==> config.mk <==
export PLATFORM = sky130hd
export DESIGN_NAME = uvme_axis_st_pkt_arb
export DESIGN_NICKNAME = d
export VERILOG_FILES = /design/src/rtl/uvme_axis_st_pkt_arb.sv
export SDC_FILE = /design/constraint.sdc
export NUM_CORES = 1
export LEC_CHECK = 0
export CELL_PAD_IN_SITES_DETAIL_PLACEMENT = 0
export CELL_PAD_IN_SITES_GLOBAL_PLACEMENT = 1
export CORE_AREA = 2 2 158 160
export CTS_BUF_LIST = sky130_fd_sc_hd__clkbuf_16
export CTS_CLUSTER_SIZE = 10
export DETAILED_ROUTE_END_ITERATION = 12
export DIE_AREA = 0 0 160 162
export MAX_ROUTING_LAYER = met4
export PLACE_DENSITY = 0.83
export SLEW_MARGIN = 20
export SYNTH_ARGS = -nofsm -noshare
export SYNTH_HDL_FRONTEND = slang
export SYNTH_SLANG_ARGS = --single-unit
==> constraint.sdc <==
create_clock -name clk -period 2.2 [get_ports clk]
set_input_delay 0.44 -clock clk [delete_from_list [all_inputs] [get_ports clk]]
set_output_delay 0.44 -clock clk [all_outputs]
set_load 0.01 [all_outputs]
==> src/rtl/uvme_axis_st_pkt_arb.sv <==
// Round-robin packet arbiter: N_REQ AXI-Stream requesters onto one master port.
// Grants are held for a whole packet, and the master side has a single register stage.
module uvme_axis_st_pkt_arb #(
    parameter int N_REQ  = 4,
    parameter int DATA_W = 64,
    localparam int KEEP_W = DATA_W / 8,
    localparam int ID_W   = $clog2(N_REQ)
) (
    input  logic                      clk,
    input  logic                      reset_n,
    input  logic                      en,
    input  logic [N_REQ-1:0]          s_tvalid,
    input  logic [N_REQ-1:0]          s_tlast,
    output logic [N_REQ-1:0]          s_tready,
    input  logic [N_REQ*DATA_W-1:0]   s_tdata,
    input  logic [N_REQ*KEEP_W-1:0]   s_tkeep,
    output logic                      m_tvalid,
    output logic                      m_tlast,
    input  logic                      m_tready,
    output logic [DATA_W-1:0]         m_tdata,
    output logic [KEEP_W-1:0]         m_tkeep,
    output logic [ID_W-1:0]           m_tid,
    output logic [15:0]               pkt_cnt,
    output logic                      busy
);

    localparam int SUM_W = ID_W + 1;

    typedef enum logic {
        IDLE = 1'b0,
        PKT  = 1'b1
    } state_t;

    state_t          state, state_next;
    logic [ID_W-1:0] grant, grant_next;
    logic [ID_W-1:0] rr_ptr, rr_ptr_next;

    logic              sel_tvalid_p0;
    logic              sel_tlast_p0;
    logic [DATA_W-1:0] sel_tdata_p0;
    logic [KEEP_W-1:0] sel_tkeep_p0;
    logic              out_ready;
    logic              s_hs_p0;

    // First requester at or above ptr, wrapping at N_REQ (not at 2**ID_W).
    function automatic logic [ID_W-1:0] pick_next(input logic [N_REQ-1:0] req,
                                                  input logic [ID_W-1:0]  ptr);
        logic [ID_W-1:0]  sel;
        logic [SUM_W-1:0] sum;
        logic             found;
        sel   = ptr;
        found = 1'b0;
        for (int k = 0; k < N_REQ; k++) begin
            sum = {1'b0, ptr} + SUM_W'(k);
            if (sum >= SUM_W'(N_REQ))
                sum = sum - SUM_W'(N_REQ);
            if (!found && req[sum[ID_W-1:0]]) begin
                sel   = sum[ID_W-1:0];
                found = 1'b1;
            end
        end
        return sel;
    endfunction

    function automatic logic [ID_W-1:0] next_idx(input logic [ID_W-1:0] g);
        return (g == ID_W'(N_REQ - 1)) ? '0 : g + ID_W'(1);
    endfunction

    // Stage p0: select the granted requester's beat
    always_comb begin
        sel_tvalid_p0 = 1'b0;
        sel_tlast_p0  = 1'b0;
        sel_tdata_p0  = '0;
        sel_tkeep_p0  = '0;
        for (int i = 0; i < N_REQ; i++) begin
            if (grant == ID_W'(i)) begin
                sel_tvalid_p0 = s_tvalid[i];
                sel_tlast_p0  = s_tlast[i];
                sel_tdata_p0  = s_tdata[i*DATA_W +: DATA_W];
                sel_tkeep_p0  = s_tkeep[i*KEEP_W +: KEEP_W];
            end
        end
    end

    assign out_ready = !m_tvalid || m_tready;
    assign s_hs_p0   = (state == PKT) && sel_tvalid_p0 && out_ready;
    assign busy      = (state == PKT);

    always_comb begin
        s_tready = '0;
        for (int i = 0; i < N_REQ; i++)
            s_tready[i] = (state == PKT) && (grant == ID_W'(i)) && out_ready;
    end

    always_comb begin
        state_next  = state;
        grant_next  = grant;
        rr_ptr_next = rr_ptr;
        case (state)
            IDLE: begin
                if (en && (|s_tvalid)) begin
                    grant_next = pick_next(s_tvalid, rr_ptr);
                    state_next = PKT;
                end
            end
            PKT: begin
                // en is ignored here: a granted packet always runs to tlast
                if (s_hs_p0 && sel_tlast_p0) begin
                    rr_ptr_next = next_idx(grant);
                    state_next  = IDLE;
                end
            end
            default: state_next = IDLE;
        endcase
    end

    always_ff @(posedge clk or negedge reset_n) begin
        if (!reset_n) begin
            state  <= IDLE;
            grant  <= '0;
            rr_ptr <= '0;
        end else begin
            state  <= state_next;
            grant  <= grant_next;
            rr_ptr <= rr_ptr_next;
        end
    end

    // Stage p1: master-side output register
    always_ff @(posedge clk or negedge reset_n) begin
        if (!reset_n) begin
            m_tvalid <= 1'b0;
            m_tlast  <= 1'b0;
            m_tdata  <= '0;
            m_tkeep  <= '0;
            m_tid    <= '0;
        end else if (s_hs_p0) begin
            m_tvalid <= 1'b1;
            m_tlast  <= sel_tlast_p0;
            m_tdata  <= sel_tdata_p0;
            m_tkeep  <= sel_tkeep_p0;
            m_tid    <= grant;
        end else if (m_tvalid && m_tready) begin
            m_tvalid <= 1'b0;
        end
    end

    always_ff @(posedge clk or negedge reset_n) begin
        if (!reset_n)
            pkt_cnt <= '0;
        else if (m_tvalid && m_tready && m_tlast)
            pkt_cnt <= pkt_cnt + 16'd1;
    end

endmodule

# --- Yosys cells after proc, flatten, opt, wreduce, memory -nomap -nowiden ---
# Cells that the tools add are included.
totals:
  register_bits: 97
  in_bits: 300
  out_inout_bits: 97
  word_cells: 112
classes:
  addsub: 9
  magnitude_cmp: 8
  eq_ne: 3
  mux: 55
  n_bitwise: 1
  n_reduce_logical: 27
op_table:
  columns: ["cell", "n"]
  rows:
  - ["$mux W64", 4]
  - ["$mux W2", 17]
  - ["$mux W8", 4]
  - ["$mux W1", 25]
  - ["$logic_and A1 B1 Y1", 17]
  - ["$add A16 B1 Y16 const B", 1]
  - ["$lt A2 B3 Y1 const B", 4]
  - ["$ge A3 B3 Y1 const B", 3]
  - ["$bmux W1 S2", 4]
  - ["$sub A2 B1 Y2 const B", 4]
  - ["$add A2 B2 Y3 const B", 2]
  - ["$eq A2 B2 Y1 const B", 2]
  - ["$logic_not A1 Y1", 4]
  - ["$reduce_and A2 Y1", 2]
  - ["$reduce_or A4 Y1", 1]
  - ["$add A2 B1 Y3 const B", 1]
  - ["$ge A2 B3 Y1 const B", 1]
  - ["$add A2 B1 Y2 const B", 1]
  - ["$eq A2 B1 Y1 const B", 1]
  - ["$logic_not A2 Y1", 1]
  - ["$pmux W1 S2", 1]
  - ["$reduce_bool A2 Y1", 1]
  - ["$logic_or A1 B1 Y1", 1]
  - ["$not A1 Y1", 1]

# --- Depth between registers and ports, before layout ---
depth:
  word_depth: 22
  ltp_mapped: 8
  mapped_depth_nobuf: 6

# --- Worst setup path before layout ---
# No wires, ideal clock.
synth_path:
  path_kind: "register -> register"
  startpoint: "register grant[1]"
  endpoint: "register m_tdata[21]"
  setup_time_ps: 125
  t_arrival_ps: 1853
  required_ps: 2075
  slack_ps: 222
  path_stages_with_launch: 9
  n_path_buf: 2
  synth_period_minus_slack_ps: 1978
  cell_sequence: "dfrtp_1 inv_1 ha_1 nand3b_1 a221oi_2 nand2_1 buf_4 buf_6 mux2_4"
synth_between:
  elab_chain_len: 7
  elab_cells_between_ends: 14
  cone_classes: "eq/ne: 3; mux: 8; reduce/logical: 3"
synth_lines:
  columns: ["item", "line_no", "text"]
  rows:
  - ["start: declaration", "35", "logic [ID_W-1:0] grant, grant_next;"]
  - ["start signal: assignment", "124", "grant <= grant_next;"]
  - ["$logic_not A2 Y1", "76", "if (grant == ID_W'(i)) begin"]
  - ["$mux W1 (4 in series)", "76", null]
  - ["$logic_and A1 B1 Y1 (2 in series)", "86", "assign s_hs_p0 = (state == PKT) && sel_tvalid_p0 && out_ready;"]
  - ["end signal: assignment", "140", "m_tdata <= sel_tdata_p0;"]
  - ["end: declaration", "20", "output logic [DATA_W-1:0] m_tdata,"]
# Several ways; a longest one is shown, not always the timed one.
# A chain may end at the register's enable or synchronous reset.

# --- Final worst setup path ---
layout_path:
  startpoint: "register grant[0]"
  endpoint: "register m_tdata[30]"
# The elaborated chain is that of the path after synthesis.

==> summary.md <==
| Metric | Value |
|---|---|
| Status | `completed` |
| Post-DP HPWL | `~18 mm` |
| Largest net degree at the start of global routing | `82` |
| Slew margin rel. | `69.0%` |
| Cell count after placement | `1296` |
| Core Area | `between 20000 and 25000 sq um` |
| Combinational Power Share | `68.2%` |
| Vias | `roughly 6500` |
| Worst hold path type | `input pin to asynchronous set/reset pin` |
| Number of setup violations in the final report | `0` |
| First-pass GRT wire length | `35.8 mm` |
| CP required | `2440 ps` |
| Achievable clock frequency | `478 MHz` |
| Initial antenna violation count | `0` |
| Clk pwr share | `11.4%` |
| CTS Root Cell | `clkbuf_16` |
| Setup crit end | `m_tdata[30]` |
| Grt total ovfl | `0` |
| Diodes inserted | `0` |
| TritonCTS Sinks | `97` |
| Nets@finish | `1301` |
| Synth top area share | `roughly two fifths` |
| Post-synthesis sequential area ratio | `39.3%` |
| Final ANT Viol Nets | `0` |
| Critical path class | `flip-flop to flip-flop` |
| Most frequent cells in the layout | `clkdlybuf4s50_1, dfrtp_1, nand2_1, nor2b_1, a221oi_1` |
| Non-Filler Instances | `1325` |
| Arrival @ worst endpoint | `2340 ps` |
| CP Max Fanout | `10` |
| Syn_nets | `914` |
| Top post-synthesis cells by area | `dfrtp_1, a221oi_1, mux2_4` |
| Total Wirelength | `roughly 24 mm` |
| Fin area | `11300 sq um` |
| Slew Viols, Final | `0` |
| Total leakage power | `4.50 nW` |
| Most common cell after layout, fill and taps aside | `clkdlybuf4s50_1` |
| DP Area | `10700 sq um` |
| Vias per std cell | `4.88` |
| Clock transition at the registers of the reported paths | `80 ps` |
| Min Clock Period, post-route | `2090 ps` |
| IO Pins | `around 400` |
| CP startpoint | `grant[0]` |
| RR Startpoint | `grant[0]` |
| Die Footprint | `roughly 26000 sq um` |
| Area leader, netlist | `dfrtp_1` |
| GRT Overall Usage | `between 15 and 20%` |
| Flop and latch count out of synthesis | `97` |
| Synth cell types | `38` |
| Starting Density | `25.7%` |
| NetSw | `about 0.006 W` |
| H-tree Lvls | `3` |
| CP endpoint kind | `flip-flop` |
| Area Growth Syn to Fin | `82.1%` |
| Number of max-cap violations | `0` |
| Switching portion of total power | `38.9%` |
| Clock Skew | `14.9 ps` |
| First-pass detailed-route iteration total | `4` |
| FF-to-FF path depth | `7` |
| IO Port Bufs | `between 300 and 400` |
| Drt wl/cell | `18.5 um` |
| Die span in y | `162 um` |
| Worst-Margin Slew | `around 460 ps` |
| Crit start category | `flip-flop` |
| Vias in the first global route | `6489` |
| Fin. Hold Viols | `0` |
| Synthesized area | `6180 sq um` |
| CTS Buf Count | `9` |
| Hold_ws | `460 ps` |
| Int Power | `0.00923 W` |
| Worst VDD drop | `0.647 mV` |
| Worst-Skew Late Latency | `about 360 ps` |
| PwrDens | `1340 nW/um^2` |
| R2r setup slk | `about 110 ps` |
| DRC Markers | `0` |
| Row Count | `57` |
| Share of cells above drive strength 1 | `14.4%` |
| Die span in x | `160 um` |
| Clk buf depth | `2` |
| Flop pwr share | `20.4%` |
| Reg-to-reg endpoint | `m_tdata[30]` |
| Pwr Total | `0.0151 W` |
| Syn Area/Cell | `10.2 sq um` |
| Warnings from Yosys | `0` |
| Cells after Synth | `609` |
| Crit share post-route | `95.1%` |
| CTS tree | `built` |
| DR iter-0 viols | `308` |
| Gp weighted congestion | `0.798` |
==> layout make-up <==
type | count | area (sq um)
well taps | 324 | 405
clock inverters | 7 | 96.3
fillers | 2322 | 12800
repair buffers | 434 | 4490
flip-flops and latches | 97 | 2430
inverters | 6 | 22.5
multi-input cells | 448 | 3590
clock buffers | 9 | 225
==> worst min path at each step <==
stage,startpoint,endpoint,slack [ps],depth (start not counted)
2_1_floorplan,reset_n,busy,140,0
3_3_place_gp,reset_n,m_tdata[36],290,1
3_5_place_dp,reset_n,m_tdata[36],290,1
4_1_cts,reset_n,m_tdata[43],440,2
5_1_grt,reset_n,m_tdata[43],470,2
6_report,reset_n,m_tdata[43],460,2
==> stage by stage <==
step | util [%] | setup slack (ps) | TNS, ps
floorplan | - | 222 | 0
global placement | 44.2 | -24.3 | -92.4
detailed placement | 44.2 | -62.9 | -308
CTS | 45.9 | 35.5 | 0
global route | 46.7 | -6.47 | -7.21
finish | 46.7 | 108 | 0
==> worst max-delay path, stage by stage, from the launching register on <==
cell,delay [ps]
dfrtp_1,440
ha_4,230
nand3b_1,210
a221oi_4,310
buf_12,160
nand2_8,110
clkbuf_16,210
mux2_4,300
==> routing by layer <==
metal	share of wire (%)	routed length [um]	global-route usage [%]
met1	41	10100	21.3
met2	49	12000	30.3
met4	2.1	515	5.77
met5	0	0	-
met3	7.5	1830	4.39
==> registers in the layout (all words and copies together), names as in the netlist <==
signal / flops
m_tdata: 64
pkt_cnt: 16
m_tkeep: 8
grant: 2
m_tid: 2
rr_ptr: 2
busy: 1
m_tlast: 1
m_tvalid: 1
==> timing repair <==
item | 4_1_cts | 5_1_grt
hold buffers | 1 | 0
pin swaps | 1 | 3
setup buffers | 4 | 2
endpoints found under the hold margin | 7 | 0
resized for setup | 12 | 5
setup endpoints to repair | 4 | 69
cloned | 0 | 9
==> cells in the mapped netlist <==
library cell and n:
nor3_1 2, ha_1 5, a22o_1 1, buf_2 7
a21bo_2 1, o31ai_1 71, o2bb2ai_1 1, nand2_1 82
a221oi_1 72, o221ai_1 1, a21o_1 1, and3_1 7
and2_1 4, nand3b_1 2, a211oi_1 1, nor3b_1 2
nand2b_1 1, buf_6 4, clkbuf_1 47, buf_4 1
o21ai_0 3, a31oi_1 2, nand3_1 4, a221oi_2 1
mux2_4 38, mux2i_1 1, and4_1 4, o211ai_1 1
nand4_1 3, dfrtp_1 97, nor2b_1 74, mux2_2 38
xnor2_1 12, nor2_1 3, nor4_1 1, a21oi_1 5
inv_1 6, xor2_1 3
==> power groups by stage <==
| stage | clock network, W | registers (W) | logic (W) |
|---|---|---|---|
| 6_report | 0.00172 | 0.00308 | 0.0103 |
| 2_1_floorplan | 0 | 0.00336 | 0.00548 |
| 5_1_grt | 0.00183 | 0.00319 | 0.0111 |
| 3_3_place_gp | 0 | 0.00307 | 0.00949 |
| 4_1_cts | 0.00177 | 0.00309 | 0.00973 |
| 3_5_place_dp | 0 | 0.00309 | 0.00960 |
==> logic make-up after synthesis <==
group | synth area share [%]
simple gates | 15.8
compound gates | 20.9
flops | 39.3
mux | 16.3
buf+inv | 4.63
xor+xnor | 2.12
fa+ha+maj | 1.01
(Power assumes the default switching activity.)
